--- config.mk ---
export PLATFORM = sky130hd
export DESIGN_NAME = hazard_ctrl
export DESIGN_NICKNAME = d
export VERILOG_FILES = /design/src/rtl/hazard_pkg.sv /design/src/rtl/hazard_perf.sv /design/src/rtl/hazard_ctrl.sv
export SDC_FILE = /design/constraint.sdc
export NUM_CORES = 1
export LEC_CHECK = 0
export CELL_PAD_IN_SITES_DETAIL_PLACEMENT = 1
export CELL_PAD_IN_SITES_GLOBAL_PLACEMENT = 1
export CORE_MARGIN = 2
export CORE_UTILIZATION = 29
export DETAILED_ROUTE_END_ITERATION = 10
export PLACE_DENSITY_LB_ADDON = 0.08
export RECOVER_POWER = 100
export SYNTH_ARGS = -nofsm -noshare
export SYNTH_HDL_FRONTEND = slang
export SYNTH_SLANG_ARGS = --single-unit
--- constraint.sdc ---
create_clock -name clk -period 4.14 [get_ports clk]
set_input_delay 1.242 -clock clk [delete_from_list [all_inputs] [get_ports clk]]
set_output_delay 1.242 -clock clk [all_outputs]
set_load 0.02 [all_outputs]
--- src/rtl/hazard_pkg.sv ---
// hazard_pkg -- shared types and constants for the pipeline hazard controller.
//
// Contents:
//   CNT_W  width of the multiply/divide hold counter (holds MDU_LAT-2, MDU_LAT <= 16)
//   st_t   controller state: RUN (normal issue), MDU (multiply/divide hold),
//          MWAIT (waiting for the data-memory acknowledge)
package hazard_pkg;

    localparam int CNT_W = 4;

    typedef enum logic [1:0] {
        RUN   = 2'd0,
        MDU   = 2'd1,
        MWAIT = 2'd2
    } st_t;

endpackage

--- src/rtl/hazard_perf.sv ---
// hazard_perf -- free-running hazard statistics counters.
//
// Only instantiated when HAZ_PERF_EN is defined.
//
// Ports:
//   clk, rst      clock, asynchronous active-high reset
//   pc_h          PC hold of the current cycle
//   id_flush      IF/ID flush of the current cycle
//   stall_cycles  number of cycles with pc_h high (wraps at 2^32)
//   flush_events  number of cycles with id_flush high (wraps at 2^32)
module hazard_perf (
    input  logic        clk,
    input  logic        rst,
    input  logic        pc_h,
    input  logic        id_flush,
    output logic [31:0] stall_cycles,
    output logic [31:0] flush_events
);

    always_ff @(posedge clk or posedge rst) begin
        if (rst) begin
            stall_cycles <= '0;
            flush_events <= '0;
        end else begin
            if (pc_h) begin
                stall_cycles <= stall_cycles + 32'd1;
            end
            if (id_flush) begin
                flush_events <= flush_events + 32'd1;
            end
        end
    end

endmodule

--- src/rtl/hazard_ctrl.sv ---
// hazard_ctrl -- stall / flush controller for a five-stage pipeline.
//
// Resolves, in priority order while running: an outstanding data-memory
// request, a multiply/divide occupying EX, a taken branch and a load-use
// dependency. Outputs are combinational from the state and the inputs.
//
// Handshake: mem_req is raised by the memory stage and stays high until
// (and including) the cycle in which mem_ack is high; a request with
// mem_ack in the same cycle completes without a stall.
//
// Ports:
//   clk, rst                 clock, asynchronous active-high reset
//   id_rs1, id_rs2           ID-stage source registers
//   id_use_rs1, id_use_rs2   corresponding source is actually read
//   ex_rd                    EX-stage destination register
//   ex_memread               EX-stage instruction is a load
//   ex_branch_taken          EX resolved a taken branch / jump
//   ex_mdu_start             EX holds a multiply/divide
//   mem_req, mem_ack         data-memory handshake
//   PC_H, ID_H, EX_H         hold PC, IF/ID, ID/EX
//   ID_FLUSH, EX_FLUSH       zero IF/ID, ID/EX on the next edge
//   dbg_st                   current controller state (observation only)
//   stall_cycles,
//   flush_events             statistics, present only with HAZ_PERF_EN
//
// Build option: define HAZ_PERF_EN to add the statistics counters.
module hazard_ctrl
    import hazard_pkg::*;
#(
    parameter int WIDTH   = 5,
    parameter int MDU_LAT = 4
) (
    input  logic             clk,
    input  logic             rst,
    input  logic [WIDTH-1:0] id_rs1,
    input  logic [WIDTH-1:0] id_rs2,
    input  logic             id_use_rs1,
    input  logic             id_use_rs2,
    input  logic [WIDTH-1:0] ex_rd,
    input  logic             ex_memread,
    input  logic             ex_branch_taken,
    input  logic             ex_mdu_start,
    input  logic             mem_req,
    input  logic             mem_ack,
    output logic             PC_H,
    output logic             ID_H,
    output logic             EX_H,
    output logic             ID_FLUSH,
    output logic             EX_FLUSH,
    output st_t              dbg_st
`ifdef HAZ_PERF_EN
    ,
    output logic [31:0]      stall_cycles,
    output logic [31:0]      flush_events
`endif
);

    // The entry cycle in RUN is the first hold cycle, the MDU state then
    // counts cnt = MDU_LAT-2 .. 0, giving MDU_LAT held cycles in total.
    localparam logic [CNT_W-1:0] CNT_INIT = CNT_W'(MDU_LAT - 2);

    st_t              st;
    st_t              nxt_st;
    logic [CNT_W-1:0] cnt;
    logic             mdu_done;
    logic             mdu_go;
    logic             lu;

    assign lu = ex_memread && (ex_rd != '0) &&
                ((id_use_rs1 && (id_rs1 == ex_rd)) ||
                 (id_use_rs2 && (id_rs2 == ex_rd)));

    assign dbg_st = st;

    always_comb begin
        PC_H     = 1'b0;
        ID_H     = 1'b0;
        EX_H     = 1'b0;
        ID_FLUSH = 1'b0;
        EX_FLUSH = 1'b0;
        nxt_st   = st;
        mdu_go   = 1'b0;
        if (!rst) begin
            case (st)
                RUN: begin
                    if (mem_req && !mem_ack) begin
                        PC_H   = 1'b1;
                        ID_H   = 1'b1;
                        EX_H   = 1'b1;
                        nxt_st = MWAIT;
                    end else if (ex_mdu_start && !mdu_done) begin
                        PC_H   = 1'b1;
                        ID_H   = 1'b1;
                        EX_H   = 1'b1;
                        mdu_go = 1'b1;
                        nxt_st = MDU;
                    end else if (ex_branch_taken) begin
                        // A taken branch squashes the dependent instruction,
                        // so a concurrent load-use stall is pointless.
                        ID_FLUSH = 1'b1;
                        EX_FLUSH = 1'b1;
                    end else if (lu) begin
                        // Keep the consumer in ID and send a bubble into EX.
                        PC_H     = 1'b1;
                        ID_H     = 1'b1;
                        EX_FLUSH = 1'b1;
                    end
                end
                MDU: begin
                    // Memory activity is ignored here; the busy check in
                    // RUN picks it up once the count finishes.
                    PC_H = 1'b1;
                    ID_H = 1'b1;
                    EX_H = 1'b1;
                    if (cnt == '0) begin
                        nxt_st = RUN;
                    end
                end
                MWAIT: begin
                    if (!mem_ack) begin
                        PC_H = 1'b1;
                        ID_H = 1'b1;
                        EX_H = 1'b1;
                    end else begin
                        nxt_st = RUN;
                    end
                end
                default: begin
                    nxt_st = RUN;
                end
            endcase
        end
    end

    always_ff @(posedge clk or posedge rst) begin
        if (rst) begin
            st       <= RUN;
            cnt      <= '0;
            mdu_done <= 1'b0;
        end else begin
            st <= nxt_st;
            case (st)
                RUN: begin
                    // mdu_done only shields the first RUN cycle after a
                    // completed multiply/divide from retriggering.
                    mdu_done <= 1'b0;
                    if (mdu_go) begin
                        cnt <= CNT_INIT;
                    end
                end
                MDU: begin
                    if (cnt == '0) begin
                        mdu_done <= 1'b1;
                    end else begin
                        cnt <= cnt - 1'b1;
                    end
                end
                default: begin
                end
            endcase
        end
    end

`ifdef HAZ_PERF_EN
    hazard_perf u_perf (
        .clk          (clk),
        .rst          (rst),
        .pc_h         (PC_H),
        .id_flush     (ID_FLUSH),
        .stall_cycles (stall_cycles),
        .flush_events (flush_events)
    );
`endif

endmodule
# ---- After elaboration in Yosys (flattened, before gate mapping)
# Cells that the tools add are included.
dict set report word_totals {
  out_inout_bits 7
  reg_bits 7
  word_cells 64
}
dict set report op_classes {
  reduce_logical 16
  n_eq_ne 9
  n_bitwise 1
  muxes 34
  n_addsub 1
}
# op n
set ops {}
lappend ops {{$mux W1} 23}
lappend ops {{$eq A5 B5 Y1} 2}
lappend ops {{$mux W2} 4}
lappend ops {{$mux W4} 2}
lappend ops {{$ne A2 B2 Y1 const B} 4}
lappend ops {{$pmux W4 S2} 1}
lappend ops {{$logic_and A1 B1 Y1} 6}
lappend ops {{$pmux W1 S3} 2}
lappend ops {{$pmux W2 S3} 1}
lappend ops {{$reduce_bool A5 Y1} 1}
lappend ops {{$logic_not A4 Y1} 1}
lappend ops {{$reduce_and A4 Y1} 1}
lappend ops {{$sub A4 B1 Y4 const B} 1}
lappend ops {{$ne A3 B3 Y1 const B} 1}
lappend ops {{$reduce_and A3 Y1} 1}
lappend ops {{$eq A2 B1 Y1 const B} 1}
lappend ops {{$eq A2 B2 Y1 const B} 1}
lappend ops {{$logic_not A1 Y1} 2}
lappend ops {{$logic_not A2 Y1} 1}
lappend ops {{$pmux W1 S2} 1}
lappend ops {{$reduce_and A2 Y1} 1}
lappend ops {{$reduce_bool A2 Y1} 1}
lappend ops {{$logic_or A1 B1 Y1} 1}
lappend ops {{$not A1 Y1} 1}

# ---- Longest topological paths before layout
# Gate-level depths: netlist (run 1).
dict set report logic_depth {
  word_depth 10
  ltp_mapped 6
}

# ---- Worst setup path before layout (run 1)
# No wires, ideal clock.
dict set report synth_timing {
  path_type {input to output}
  from {input port ex_mdu_start}
  to {output port PC_H}
  path_slack_ns 0.439
  required_ns 2.898
  arrival_ns 2.459
  cell_stages 5
  path_cell_list {nor2b_1 o21bai_1 a21oi_1 o21bai_1 buf_4}
}
dict set report synth_between {
  elab_chain_cells 5
}
# item line_no
set synth_rtl {}
lappend synth_rtl {{start: declaration} hazard_ctrl.sv:42} ;# input logic ex_mdu_start,
lappend synth_rtl {{$logic_and A1 B1 Y1} hazard_ctrl.sv:91} ;# end else if (ex_mdu_start && !mdu_done) begin
lappend synth_rtl {{$mux W1 (2 in series)} --}
lappend synth_rtl {{$pmux W1 S3} --}
lappend synth_rtl {{$mux W1} --}
lappend synth_rtl {{end: declaration} hazard_ctrl.sv:45} ;# output logic PC_H,
# No other way between the ends.

# ---- Final worst setup path (run 1)
dict set report layout_timing {
  from {input port ex_rd[3]}
  to {output port PC_H}
}
dict set report layout_between {
  elab_chain_cells 10
}
# item line_no
set layout_rtl {}
lappend layout_rtl {{start: declaration} hazard_ctrl.sv:39} ;# input logic [WIDTH-1:0] ex_rd,
lappend layout_rtl {{$eq A5 B5 Y1, on equally long branches} {hazard_ctrl.sv:70, hazard_ctrl.sv:71}}
lappend layout_rtl {{$logic_and A1 B1 Y1, on equally long branches} {hazard_ctrl.sv:70, hazard_ctrl.sv:71}}
lappend layout_rtl {{$logic_or A1 B1 Y1} hazard_ctrl.sv:70} ;# ((id_use_rs1 && (id_rs1 == ex_rd)) ||
lappend layout_rtl {{$logic_and A1 B1 Y1 *} hazard_ctrl.sv:69} ;# assign lu = ex_memread && (ex_rd != '0) &&
lappend layout_rtl {{$mux W1 *} hazard_ctrl.sv:102} ;# end else if (lu) begin
lappend layout_rtl {{$mux W1 *} hazard_ctrl.sv:97} ;# end else if (ex_branch_taken) begin
lappend layout_rtl {{$mux W1 *} hazard_ctrl.sv:91}
lappend layout_rtl {{$mux W1 *} hazard_ctrl.sv:86} ;# if (mem_req && !mem_ack) begin
lappend layout_rtl {{$pmux W1 S3 *} hazard_ctrl.sv:84} ;# case (st)
lappend layout_rtl {{$mux W1 *} hazard_ctrl.sv:83} ;# if (!rst) begin
# Mark *: on every way between the ends. The rest lies on a longest branch, timed or not.

==> results of run 1 <==
-- layout make-up --
class	instances	area [um^2]
timing repair buffer	39	359
clock buffer	4	26.3
tap	27	33.8
fill	237	965
sequential	7	175
multi-input combinational	54	412
inverter	3	11.3
-- critical path: stages --
cell                              delay [ns]
sky130_fd_sc_hd__clkdlybuf4s50_1        0.46
sky130_fd_sc_hd__or4_4                  0.51
sky130_fd_sc_hd__o211ai_1               0.18
sky130_fd_sc_hd__o21bai_1               0.12
sky130_fd_sc_hd__buf_4                  0.14
sky130_fd_sc_hd__buf_4                  0.14
-- routing by layer --
layer / share of wire (%) / vias to the layer above / GRT usage (%)
met3: 6.1 / 0 / 5.76
met4: 0 / 0 / 2.78
met5: 0 / - / 0
li1: - / 314 / -
met2: 52 / 21 / 29.1
met1: 42 / 294 / 18.2
-- where the power goes --
part           switching, mW  total [mW]  internal [mW]
logic                  0.107       0.222          0.115
clock network         0.0266      0.0635         0.0369
registers             0.0266       0.118         0.0914
total                  0.161       0.404          0.243
-- kinds of logic (layout without fill, tap and decap cells) --
family                   count (synthesis)  after routing  synth area share (%)
AND/OR/NAND/NOR                         25             25                  25.8
AO/OA/AOI/OAI                           13             13                  15.5
XOR/XNOR                                12             12                  17.2
flip-flops                               7              7                  28.6
buffers and inverters                    5             46                  4.91
multiplexers                             3              3                  5.93
adder cells (fa/ha/maj)                  1              1                  2.04
-- per-stage QoR --
stage / area [um^2] / hold WS [ns] / instances / total power, mW
after floorplan: 612 / 0.464 / 66 / 0.264
after global placement: 987 / 0.478 / 129 / 0.350
after detailed placement: 987 / 0.497 / 129 / 0.358
after CTS: 1020 / 0.528 / 133 / 0.426
after global routing: 1020 / 0.535 / 134 / 0.437
final: 1020 / 0.531 / 134 / 0.404
-- layout by cell type (no fill, tap or decap), types with 3 or more instances in the layout --
| cell | Yosys | routed |
|---|---|---|
| sky130_fd_sc_hd__dlymetal6s2s_1 | 0 | 3 |
| sky130_fd_sc_hd__xor2_1 | 10 | 10 |
| sky130_fd_sc_hd__dlygate4sd3_1 | 0 | 3 |
| sky130_fd_sc_hd__clkbuf_4 | 0 | 3 |
| sky130_fd_sc_hd__clkdlybuf4s50_1 | 0 | 19 |
| sky130_fd_sc_hd__buf_4 | 1 | 8 |
| sky130_fd_sc_hd__dfrtp_1 | 7 | 7 |
| sky130_fd_sc_hd__clkbuf_1 | 0 | 4 |
| sky130_fd_sc_hd__o21bai_1 | 3 | 3 |
| sky130_fd_sc_hd__nand2_1 | 4 | 4 |
| sky130_fd_sc_hd__inv_1 | 3 | 3 |
| sky130_fd_sc_hd__nor2_1 | 5 | 5 |
-- state kept, by name, indices dropped and copies added (netlist names) --
signal    flops
cnt           4
dbg_st        2
mdu_done      1
-- final timing paths --
path	start	to	slack [ns]	depth (start not counted)
max in group asynchronous	rst	cnt[1]$_DFFE_PP0P_	2.46	3
worst max register to register	dbg_st[1]$_DFFE_PP0P_	cnt[1]$_DFFE_PP0P_	2.13	4
worst min register to register	mdu_done$_DFFE_PP0P_	mdu_done$_DFFE_PP0P_	0.53	1
worst min-delay path	mdu_done$_DFFE_PP0P_	mdu_done$_DFFE_PP0P_	0.53	1
worst max-delay path	ex_rd[3]	PC_H	0.11	6
min in group asynchronous	rst	dbg_st[0]$_DFFE_PP0P_	1.45	3
-- what timing repair did --
action | in CTS | in global routing
setup endpoints to repair | 5 | 4
gates resized for setup | 9 | 11
buffers inserted | 0 | 1
hold buffers | 0 | 0
pin swaps | 0 | 3
==> impl_summary.log, run 1 <==
[metrics] outcome: finished, final reports clean
[metrics] worst endpoint required time: 2.90 ns
[metrics] total clock sinks: 7
[metrics] period utilization: 97.4%
[metrics] via count normalized by instance count: 4.69
[metrics] overall global routing resource usage: 16.1%
[metrics] Total Negative Setup Slacks: 0 ns
[metrics] share of flip-flops with an asynchronous set or reset: 100%
[metrics] utilization of the core after routing: 51.3%
[metrics] Max-Slew Margin vs Limit: 44.9%
[metrics] DIE HEIGHT: 49.9 um
[metrics] #FFs+latches synth: 7
[metrics] worst endpoint data arrival time: 2.79 ns
[metrics] area of the die: 2490 um^2
[metrics] Buffers on Ports: 30
[metrics] vias in the first global route: 712
[metrics] Placement Rows: 16
[metrics] class of the most critical hold timing path: register to register
[metrics] proportion of layout cells with a drive suffix above 1: 19.6%
[metrics] Post-synth EDFFs: 0
[metrics] antenna violations before repair: 0
[metrics] leakage: 0.458 nW
[metrics] Final Max Slew Viols: 0
[metrics] placement-stage worst setup slack: -0.327 ns
[metrics] htree depth: 1
[metrics] cell with the most instances after synthesis: sky130_fd_sc_hd__xor2_1
[metrics] number of nets in the finished design: 133
[metrics] Yosys top cell area share: 28.6%
[metrics] Fin Clk Skew: 0.00156 ns
[metrics] most used flip-flop cell after synthesis: sky130_fd_sc_hd__dfrtp_1
[metrics] ANT cells: 0
[metrics] Post-DRT Antenna Nets: 0
[metrics] total count of hold-check failures in the final report: 0
[metrics] layout overhead on the synthesized area: 66.3%
[metrics] Mean Syn Cell Area: 9.27 um^2
[metrics] startpoint type of the worst setup path: input pin
[metrics] insertion delay to the later sink of the worst-skew pair: 0.26 ns
[metrics] largest net degree at the start of global routing: 11
[metrics] post-synthesis instance total: 66
[metrics] Avg WL per Cell: 13.1 um
[metrics] Inserted Clock Buffers: 3
[metrics] biggest area consumer among synthesized cells: sky130_fd_sc_hd__dfrtp_1
[metrics] Syn. warnings: 0
[metrics] Horiz. Die Dim: 49.9 um
[metrics] global-route wire length before repair: 3.11 mm
[metrics] top fanout value on the critical path: 3
[metrics] maxcap violations: 0
[metrics] top cells by area in the synthesized netlist: sky130_fd_sc_hd__dfrtp_1 (29%), sky130_fd_sc_hd__xor2_1 (14%), sky130_fd_sc_hd__nor4b_4 (3.9%), sky130_fd_sc_hd__o21bai_1 (3.7%), sky130_fd_sc_hd__nor2_1 (3.1%)
[metrics] maximum ir drop on the vdd rail: 184 uV
[metrics] HPWL after detailed placement: 1.45 mm
[metrics] net count of the mapped netlist: 91
[metrics] count of unresolved DRC violations after routing: 0
[metrics] setup repair after global routing missed its margin: no
[metrics] sequential element share of the synthesized area: 28.6%
[metrics] maximum clock insertion buffer count: 2
[metrics] drt initial violations: 9
[metrics] Starting Density: 30.9%
[metrics] Max Freq: 248 MHz
[metrics] transition at the pin with the smallest max-transition slack: 0.816 ns
[metrics] placeable core region: 1980 um^2
[metrics] classification of the worst setup path: input pin to output pin
[metrics] shortest clock period the worst path allows after layout: 4.03 ns
[metrics] total power density per cell area: 397 nW/um^2
[metrics] number of distinct library cells after synthesis: 32
[metrics] final wirelength: 1.75 mm
[metrics] first drt pass iteration count: 4
[metrics] total global routing overflow: 0
[metrics] Reg clk slew, reported paths: 0.05 ns
[metrics] least setup slack across all paths after layout: 0.106 ns
[metrics] RD Place Congestion: 0.730
[metrics] commonest cells in the netlist: sky130_fd_sc_hd__xor2_1 (10), sky130_fd_sc_hd__dfrtp_1 (7), sky130_fd_sc_hd__nor2_1 (5)
[metrics] Clk Tree Root Cell: sky130_fd_sc_hd__clkbuf_4
[metrics] via count: 629
[metrics] TritonCTS clock tree: done
[metrics] number of top-level pins: 31
[metrics] final setup violating endpoints: 0
[metrics] critical path endpoint category: output pin
[metrics] cell area after technology mapping: 612 um^2
(Power assumes the default switching activity.)
==> run 2, diff against run 1 <==
--- a/config.mk
+++ b/config.mk
@@ -14,4 +14,5 @@
 export RECOVER_POWER = 100
 export SYNTH_ARGS = -nofsm -noshare
 export SYNTH_HDL_FRONTEND = slang
+export SYNTH_HIERARCHICAL = 1
 export SYNTH_SLANG_ARGS = --single-unit
==> results of run 2 <==
Same layout as run 1: the final DEF is identical, and so are final timing and power.
Main changes from that run: Yosys warning count 0 -> 6
==> run 3, diff against run 2 <==
--- a/config.mk
+++ b/config.mk
@@ -5,6 +5,7 @@
 export SDC_FILE = /design/constraint.sdc
 export NUM_CORES = 1
 export LEC_CHECK = 0
+export CAP_MARGIN = 5
 export CELL_PAD_IN_SITES_DETAIL_PLACEMENT = 1
 export CELL_PAD_IN_SITES_GLOBAL_PLACEMENT = 1
 export CORE_MARGIN = 2
==> results of run 3 <==
Same layout as run 1: the final DEF is identical, and so are final timing and power.
Main changes from that run: Yosys warning count 0 -> 6
